<file path="src/rtl/rom_burst_reader.sv">
// rom_burst_reader: walks a combinational ROM from a start address for a
// programmable number of words and presents each word on a registered
// valid/ready stream, tagging the final word and pulsing done on its hand-off.
//
// state    | meaning
// ---------+--------------------------------------------------------------
// ST_IDLE  | no burst; waiting for start (abort has priority over start)
// ST_RUN   | words still to fetch; loads a new word whenever the slot frees
// ST_DRAIN | final word is loaded; waiting for the consumer to take it

module rom_burst_reader #(
    parameter int ADDR_W = 4,
    parameter int DATA_W = 16
) (
    input  logic              clk,
    input  logic              rst_n,
    input  logic              i_start,
    input  logic [ADDR_W-1:0] i_start_addr,
    input  logic [ADDR_W:0]   i_burst_len,
    input  logic              i_abort,
    output logic [ADDR_W-1:0] o_rom_addr,
    input  logic [DATA_W-1:0] i_rom_data,
    output logic [DATA_W-1:0] o_out_data,
    output logic              o_out_valid,
    input  logic              i_out_ready,
    output logic              o_out_last,
    output logic              o_busy,
    output logic              o_done
);

    typedef enum logic [1:0] {
        ST_IDLE  = 2'd0,
        ST_RUN   = 2'd1,
        ST_DRAIN = 2'd2
    } state_t;

    // A zero length encodes a full-depth burst, so the counter is one bit
    // wider than the address.
    localparam logic [ADDR_W:0] REM_ZERO = '0;
    localparam logic [ADDR_W:0] REM_ONE  = {{ADDR_W{1'b0}}, 1'b1};
    localparam logic [ADDR_W:0] REM_FULL = {1'b1, {ADDR_W{1'b0}}};

    state_t              r_state;
    logic [ADDR_W-1:0]   r_addr;
    logic [ADDR_W:0]     r_remain;
    logic [DATA_W-1:0]   r_data;
    logic                r_valid;
    logic                r_last;
    logic                r_done;

    state_t              w_state_nxt;
    logic [ADDR_W-1:0]   w_addr_nxt;
    logic [ADDR_W:0]     w_remain_nxt;
    logic [DATA_W-1:0]   w_data_nxt;
    logic                w_valid_nxt;
    logic                w_last_nxt;
    logic                w_done_nxt;

    logic                w_load;
    logic                w_accept;

    // The output slot can take a new word when empty or being emptied this cycle.
    assign w_load   = (!r_valid || i_out_ready) && (r_remain != REM_ZERO);
    assign w_accept = r_valid && i_out_ready;

    // State and datapath registers; everything clears on reset, including in-flight words.
    always_ff @(posedge clk or negedge rst_n) begin
        if (!rst_n) begin
            r_state  <= ST_IDLE;
            r_addr   <= '0;
            r_remain <= '0;
            r_data   <= '0;
            r_valid  <= 1'b0;
            r_last   <= 1'b0;
            r_done   <= 1'b0;
        end else begin
            r_state  <= w_state_nxt;
            r_addr   <= w_addr_nxt;
            r_remain <= w_remain_nxt;
            r_data   <= w_data_nxt;
            r_valid  <= w_valid_nxt;
            r_last   <= w_last_nxt;
            r_done   <= w_done_nxt;
        end
    end

    // Next-state and datapath updates; abort overrides everything in an active burst.
    always_comb begin
        w_state_nxt  = r_state;
        w_addr_nxt   = r_addr;
        w_remain_nxt = r_remain;
        w_data_nxt   = r_data;
        w_valid_nxt  = r_valid;
        w_last_nxt   = r_last;
        w_done_nxt   = 1'b0;

        case (r_state)
            ST_IDLE: begin
                if (i_start && !i_abort) begin
                    w_addr_nxt   = i_start_addr;
                    w_remain_nxt = (i_burst_len == REM_ZERO) ? REM_FULL : i_burst_len;
                    w_state_nxt  = ST_RUN;
                end
            end

            ST_RUN: begin
                if (i_abort) begin
                    w_state_nxt  = ST_IDLE;
                    w_valid_nxt  = 1'b0;
                    w_last_nxt   = 1'b0;
                    w_remain_nxt = REM_ZERO;
                end else if (w_load) begin
                    w_data_nxt   = i_rom_data;
                    w_valid_nxt  = 1'b1;
                    w_last_nxt   = (r_remain == REM_ONE);
                    w_addr_nxt   = r_addr + 1'b1;
                    w_remain_nxt = r_remain - 1'b1;
                    if (r_remain == REM_ONE) begin
                        w_state_nxt = ST_DRAIN;
                    end
                end else if (w_accept) begin
                    w_valid_nxt = 1'b0;
                end
            end

            ST_DRAIN: begin
                if (i_abort) begin
                    w_state_nxt  = ST_IDLE;
                    w_valid_nxt  = 1'b0;
                    w_last_nxt   = 1'b0;
                    w_remain_nxt = REM_ZERO;
                end else if (w_accept) begin
                    w_valid_nxt = 1'b0;
                    w_last_nxt  = 1'b0;
                    w_done_nxt  = 1'b1;
                    w_state_nxt = ST_IDLE;
                end
            end

            default: begin
                w_state_nxt  = ST_IDLE;
                w_valid_nxt  = 1'b0;
                w_last_nxt   = 1'b0;
                w_remain_nxt = REM_ZERO;
            end
        endcase
    end

    assign o_rom_addr  = r_addr;
    assign o_out_data  = r_data;
    assign o_out_valid = r_valid;
    assign o_out_last  = r_last;
    assign o_done      = r_done;
    assign o_busy      = (r_state != ST_IDLE);

endmodule

</file>
<file path="config.mk">
export PLATFORM = sky130hd
export DESIGN_NAME = rom_burst_reader
export DESIGN_NICKNAME = d
export VERILOG_FILES = /design/src/rtl/rom_burst_reader.sv
export SDC_FILE = /design/constraint.sdc
export NUM_CORES = 1
export LEC_CHECK = 0
export ABC_AREA = 1
export CAP_MARGIN = 20
export CORE_ASPECT_RATIO = 0.9
export CORE_UTILIZATION = 25
export CTS_BUF_LIST = sky130_fd_sc_hd__clkbuf_4 sky130_fd_sc_hd__clkbuf_8
export DETAILED_ROUTE_END_ITERATION = 10
export GPL_TIMING_DRIVEN = 0
export SETUP_SLACK_MARGIN = 0.05
export SLEW_MARGIN = 20
export SYNTH_ARGS = -nofsm -noshare
export SYNTH_HDL_FRONTEND = slang
export SYNTH_SLANG_ARGS = --single-unit
</file>
<file path="constraint.sdc">
create_clock -name clk -period 3.7 [get_ports clk]
set_input_delay 0.37 -clock clk [delete_from_list [all_inputs] [get_ports clk]]
set_output_delay 0.37 -clock clk [all_outputs]
set_load 0.05 [all_outputs]
</file>
Word-level counts from Yosys, hierarchy flattened
Index checks and enable logic that the tools add are counted.
{"block": "word_totals", "latch_bits": 0, "output_inout_bits": 24, "rom_bits": 0, "wordCells": 67, "ff_bits": 30, "in_bits": 30, "mem_count": 0, "mem_bits_rw": 0}
{"block": "classes", "mul": 0, "shifts": 0, "n_eq_ne": 10, "order_cmp": 0, "reduce_logical": 16, "n_div": 0, "bitwise_logic": 2, "mux": 30, "addsub": 2}
{"operator": "$mux W5", "count": 5}
{"operator": "$pmux W5 S3", "count": 1}
{"operator": "$mux W2", "count": 6}
{"operator": "$mux W4", "count": 3}
{"operator": "$mux W1", "count": 11}
{"operator": "$ne A3 B3 Y1 const B", "count": 3}
{"operator": "$reduce_and A3 Y1", "count": 3}
{"operator": "$ne A2 B2 Y1 const B", "count": 4}
{"operator": "$pmux W4 S2", "count": 1}
{"operator": "$reduce_and A4 Y1", "count": 2}
{"operator": "$pmux W1 S3", "count": 2}
{"operator": "$pmux W2 S3", "count": 1}
{"operator": "$eq A5 B1 Y1 const B", "count": 1}
{"operator": "$logic_not A5 Y1", "count": 1}
{"operator": "$reduce_bool A5 Y1", "count": 1}
{"operator": "$sub A5 B1 Y5 const B", "count": 1}
{"operator": "$add A4 B1 Y4 const B", "count": 1}
{"operator": "$reduce_bool A2 Y1", "count": 2}
{"operator": "$logic_and A1 B1 Y1", "count": 3}
{"operator": "$eq A2 B1 Y1 const B", "count": 1}
{"operator": "$eq A2 B2 Y1 const B", "count": 1}
{"operator": "$logic_not A1 Y1", "count": 2}
{"operator": "$logic_not A2 Y1", "count": 1}
{"operator": "$not A1 Y1", "count": 2}
{"operator": "$logic_or A1 B1 Y1", "count": 1}

Longest topological paths before layout
Gate-level depths: netlist of the first run.
{"block": "depth", "word_depth": 6, "mapped_depth": 11, "ltp_nobuf": 11}

Least setup slack after synthesis of the first run
No wires, ideal clock.
{"block": "synth_path", "path_kind": "register -> register", "startpoint": "register r_valid, in the netlist o_out_valid", "endpoint": "register r_remain[3]", "setup_ps": 116, "path_buffers": 0, "period_less_slack_ps": 1563, "t_required_ps": 3584, "slack_ps": 2137, "arrival_ps": 1446, "stages_incl_launch_ff": 9, "path_cell_list": "dfrtp_1 > inv_1 > or2_2 > nand2_1 > nand2_2 > nand2_4 > inv_2 > nand2_1 > nand2_1"}
{"block": "synth_via", "elab_chain_len": 5}
{"element": "from (decl)", "line_no": "47", "source": "logic r_valid;"}
{"element": "from (signal assigned)", "line_no": "81", "source": "r_valid <= w_valid_nxt;"}
{"element": "$logic_not A1 Y1", "line_no": "63", "source": "assign w_load = (!r_valid || i_out_ready) && (r_remain != REM_ZERO);"}
{"element": "$logic_or A1 B1 Y1", "line_no": "63"}
{"element": "$logic_and A1 B1 Y1", "line_no": "63"}
{"element": "$ne A3 B3 Y1 (no source line)"}
{"element": "$reduce_and A3 Y1 (no source line)"}
{"element": "to (signal assigned)", "line_no": "79", "source": "r_remain <= w_remain_nxt;"}
{"element": "to (decl)", "line_no": "45", "source": "logic [ADDR_W:0] r_remain;"}
Every way passes these cells.
A chain may end at the register's enable or synchronous reset.

Worst setup path after layout of the first run
{"block": "layout_path", "startpoint": "register r_state[0]", "endpoint": "output port o_busy"}
{"block": "layout_via", "elab_chain_len": 1}
{"element": "from (decl)", "line_no": "43", "source": "state_t r_state;"}
{"element": "from (signal assigned)", "line_no": "77", "source": "r_state <= w_state_nxt;"}
{"element": "$reduce_bool A2 Y1", "line_no": "154", "source": "assign o_busy = (r_state != ST_IDLE);"}
{"element": "to (decl)", "line_no": "27", "source": "output logic o_busy,"}
Every way passes these cells.

==> results.yml, run 1 <==
timing:
  setup_violations: 0
  tightestPinTransition_ps: 516.4
  rsz0062_at_grt: "false"
  timing.slew.headroom_pct: 65.47
  finalHoldViolCount: 0
  fin_crit_sh_pct: 65.08
  slew_violations: 0
  setup_tns_ps: 0
  postLayoutSetupSlackWorst_ps: 1292
  min_period_ps: 2408
  fmax_ghz: 0.4153
  fin_worst_skew_ps: 2.426
cts:
  cts_sinks: 30
  clk_pin_slew_ps: 60
  cts_hold_buf: 0
  post_cts_resized: 0
  ctsHtreeMaxLevel: 2
  cts_setup_buffers: 0
  cts_tree: "built"
  clk_latency_ps: 270
  numCtsBuffers: 5
  clockBufferDepth: 2
  cts_root_buf: "clkbuf_8"
final_layout:
  utilization_pct: 38.35
  final_common_cell: "nand2_1"
  multi_input_area_um2: 729.5
  nFillCells: 665
  n_antenna_cell: 0
  seqCellArea_um2: 750.7
  final_cell_mix: "nand2_1 (63), clkdlybuf4s50_1 (52), dfrtp_1 (30)"
  final_net_count: 302
  final_area_um2: 2384
  syn2layout_area_growth_pct: 46.54
  drive_gt1_share_pct: 10.53
synthesis:
  synth_fp_nets: 241
  syn_avg_cell_area_um2: 7.973
  synth_area_um2: 1627
  synth.distinct_cells: 23
  ys_seq_elements: 30
  ys_seq_area_share_pct: 46.15
  syn_inst: 204
  yosysWarnings: 0
pwr:
  power_density_nw_per_um2: 934.8
  finalPower_mw: 2.228
  ir_worst_vdd_mv: 0.2369
  cellLeakagePower_nw: 1.152
grt:
  grt_pass1_wl_um: 6630
  grtUsageTotal_pct: 12.55
  first_global_vias: 1374
  overflow: 0
  grt_max_degree: 18
  antenna_found_initial: 0
place:
  placed_area_um2: 2288
  post-place-ws_ps: 1587
  gp_congestion: 0.8028
  io_buffers: 53
  dpl.hpwl_um: 2954
routing:
  num_vias: 1443
  wl_per_cell_um: 10.92
  via_per_inst: 4.088
  drc: 0
  dr.pass1.iters: 4
  drt_iter0_drc: 103
  wl_um: 3855
  antenna_left: 0
die:
  die_y_um: 78.52
  std_cell_rows: 27
  die_x_um: 87.03
  die_area_um2: 6833
  core_area_um2: 6216
  io_pins: 54
  initial_core_util_pct: 26.17
hold_path:
  hold_path_class: "in -> async"
critical_path:
  cp.arrival_ps: 2040
  crit_chain: "inv_1 > ha_1 > inv_2 > clkdlybuf4s50_1"
  crit_type: "reg -> out"
  cpPeakStageDelay_ps: 830
  crit_path_max_fanout: 8
  cp-end-kind: "output pin"
  cp.required_ps: 3330
  crit_path_top_delay_cell: "clkdlybuf4s50_1"
  start_kind: "flip-flop"
run:
  max-cap-violations: 0
run_status:
  status: "finished clean"
[cells by family after synthesis]
family | Yosys count | synth area share (%)
AOI/OAI and AO/OA | 34 | 11.54
DFF | 30 | 46.15
adders and majority gates | 7 | 5.384
and+or+nand+nor | 99 | 27.92
buffers and inverters | 34 | 9.000
[path summary, 6_finish.rpt]
check | from | to | slack, ps | depth (start not counted)
worst max-delay path | r_state[0] | o_busy | 1290 | 4
worst min-delay path | rst_n | r_remain[3] | 20 | 1
worst max register to register | r_state[1] | o_out_data[13] | 2020 | 8
worst min register to register | o_out_data[3] | o_out_data[3] | 490 | 2
max in group asynchronous | rst_n | o_out_data[15] | 3270 | 2
min in group clk | o_out_data[3] | o_out_data[3] | 490 | 2
[layer usage]
metal | track usage (%) | vias up | wire, µm
li1 | - | 771 | -
met1 | 17.50 | 644 | 1954
met2 | 18.43 | 26 | 1698
met3 | 3.365 | 2 | 166
met4 | 4.500 | 0 | 36
met5 | 0 | - | 0
[where the power goes]
group / switching (mW) / total, mW / internal (mW)
logic: 0.904 / 1.37 / 0.466
registers: 0.107 / 0.584 / 0.477
clock network: 0.118 / 0.275 / 0.157
[final cells by class]
cell class | instances | area share (%)
multi-input combinational | 140 | 30.60
buffer | 3 | 1.260
sequential | 30 | 31.50
clock inverter | 1 | 0.2100
tap | 87 | 4.567
inverter | 31 | 4.882
timing repair buffer | 54 | 23.20
clock buffer | 7 | 3.780
[cell usage after synthesis (all sizes together)]
master | count | area [µm²]
nand4 | 4 | 25.02
dfrtp | 30 | 750.7
inv | 31 | 116.4
o21ai | 26 | 130.1
buf | 3 | 30.03
nand3 | 14 | 82.58
or2 | 2 | 12.51
nor3 | 3 | 15.01
nor2 | 9 | 52.56
a21oi | 7 | 50.05
nand2 | 67 | 266.5
a22oi | 1 | 7.510
ha | 7 | 87.58
[worst max-delay path: cells and delay by family (launching register included)]
family                     cells  cell delay (ps)
buffers and inverters          3             1090
DFF                            1              380
adders and majority gates      1              300
[state kept, by name, indices dropped and copies added (netlist names)]
register	cells
o_rom_addr	4
o_out_last	1
r_remain	5
o_out_valid	1
o_done	1
o_out_data	16
r_state	2
[metrics by stage]
step / instances / hold WS (ps)
floorplan: 204 / 74.41
global placement: 344 / 474.1
detailed placement: 345 / 318.1
CTS: 353 / 20.12
global route: 353 / 29.35
finish: 353 / 15.57
Note: power is estimated with default switching activity, not from simulation.
==> inputs of run 2 (changes only) <==
clock period = 2.5 ns   (was 3.7 ns; I/O delays follow)
==> run 2 against run 1 <==
  * Register-to-register slack worse by 1200 ps
  * Largest cell class unchanged
  * First-iteration DRC count is 1.9% lower
  * Setup slack worse by 1100 ps
  * Power is 48% higher
  * Clock power is 48% higher
  * Combinational power is 48% higher
  * Die area stayed put
  * Sequential power is 48% higher
  * Critical path depth stayed put
  * Highest routed layer unchanged
  * Clock skew stayed put
  * Cell count is 0.28% higher
  * Non-clock buffer count is 1 higher
==> results.yml, run 2 (synthesis results as in run 1) <==
run_status:
  status: "finished clean"
critical_path:
  reg2reg_slack_ps: 820
  crit_type: "reg -> out"
  r2r-end: "o_out_data[13]"
  cp.arrival_ps: 2040
  start_kind: "flip-flop"
  crit_path_max_fanout: 8
  cp-end-kind: "output pin"
  cp.required_ps: 2250
  crit-reg2reg-launch: "r_state[1]"
  reg2reg_depth: 8
final_layout:
  syn2layout_area_growth_pct: 47.15
  n_antenna_cell: 0
  drive_gt1_share_pct: 10.49
  largest_reg_flops: 16
  final_common_cell: "nand2_1"
  final_cell_mix: "nand2_1 (63), clkdlybuf4s50_1 (52), dfrtp_1 (30)"
  final_net_count: 303
  final_cells: 354
die:
  io_pins: 54
  core_area_um2: 6216
  die_area_um2: 6833
  die_x_um: 87.03
  initial_core_util_pct: 26.17
  std_cell_rows: 27
  die_y_um: 78.52
cts:
  cts_root_buf: "clkbuf_8"
  clk_pin_slew_ps: 60
  cts_setup_buffers: 0
  cts_sinks: 30
  ctsHtreeMaxLevel: 2
  post_cts_resized: 0
  cts_tree: "built"
  clk_latency_ps: 270
  cts_hold_buf: 1
  clockBufferDepth: 2
  numCtsBuffers: 5
pwr:
  power_density_nw_per_um2: 1378
  cellLeakagePower_nw: 1.156
  ir_worst_vdd_mv: 0.3507
timing:
  fin_worst_skew_ps: 2.426
  min_period_ps: 2288
  fin_crit_sh_pct: 91.51
  slew_violations: 0
  setup_violations: 0
  setup_tns_ps: 0
  tightestPinTransition_ps: 516.4
  timing.slew.headroom_pct: 65.47
  rsz0062_at_grt: "false"
  fmax_ghz: 0.4371
  finalHoldViolCount: 0
  whs_ps: 429.0
grt:
  grt_max_degree: 18
  grt_pass1_wl_um: 6630
  grtUsageTotal_pct: 12.55
  overflow: 0
  antenna_found_initial: 0
  first_global_vias: 1374
routing:
  dr.pass1.iters: 4
  wl_um: 3859
  drc: 0
  drt_iter0_drc: 101
  via_per_inst: 4.088
  antenna_left: 0
  wl_per_cell_um: 10.90
  num_vias: 1447
place:
  gp_congestion: 0.8028
  placed_cells: 345
  io_buffers: 53
  dpl.hpwl_um: 2954
run:
  max-cap-violations: 0
hold_path:
  hold_path_class: "in -> async"
[run 2: changes by cell type in the layout (fill, tap and decap cells not counted)]
cell / delta
dlygate4sd3_1: +1
[run 2: how the worst max path moves through the flow]
stage | to | startpoint | slack (ps)
2_1_floorplan | r_remain[3] | o_out_valid | 940
6_report | o_busy | r_state[0] | 210
3_5_place_dp | o_busy | r_state[0] | 510
3_3_place_gp | o_out_data[15] | rst_n | 510
4_1_cts | o_busy | r_state[0] | 200
5_1_grt | o_busy | r_state[0] | 130
[run 2: stage by stage]
stage	setup WS [ps]	utilization (%)	area [µm²]	power [mW]
final	212.2	38.51	2394	3.299
after global routing	127.4	38.51	2394	3.579
after CTS	203.9	38.51	2394	3.334
after detailed placement	507.3	36.82	2288	2.910
after global placement	510.9	36.45	2266	2.883
after floorplan	937.1	-	1627	2.288
[run 2: routing by layer]
metal / routed length (µm) / vias to the layer above / track usage, %
met3: 166 / 2 / 3.365
met4: 36 / 0 / 4.500
li1: - / 773 / -
met5: 0 / - / 0
met1: 1953 / 646 / 17.50
met2: 1702 / 26 / 18.43
[run 2: worst max-delay path: stages (launching register included)]
cell and delay (ps):
dfrtp_1 380, inv_1 70, ha_1 300, inv_2 190
clkdlybuf4s50_1 830
[run 2: where the power goes]
| group | switching [mW] | internal [mW] | total, mW |
|---|---|---|---|
| combinational | 1.34 | 0.691 | 2.03 |
| sequential | 0.158 | 0.706 | 0.864 |
| clock | 0.174 | 0.233 | 0.407 |
[run 2: area by class of cell]
cell class | instances | area, µm²
buffer | 3 | 30.03
clock buffer | 7 | 90.09
clock inverter | 1 | 5.005
fill | 664 | 3822
inverter | 31 | 116.4
multi-input combinational | 140 | 729.5
sequential | 30 | 750.7
tap | 87 | 108.9
timing repair buffer | 55 | 563.0
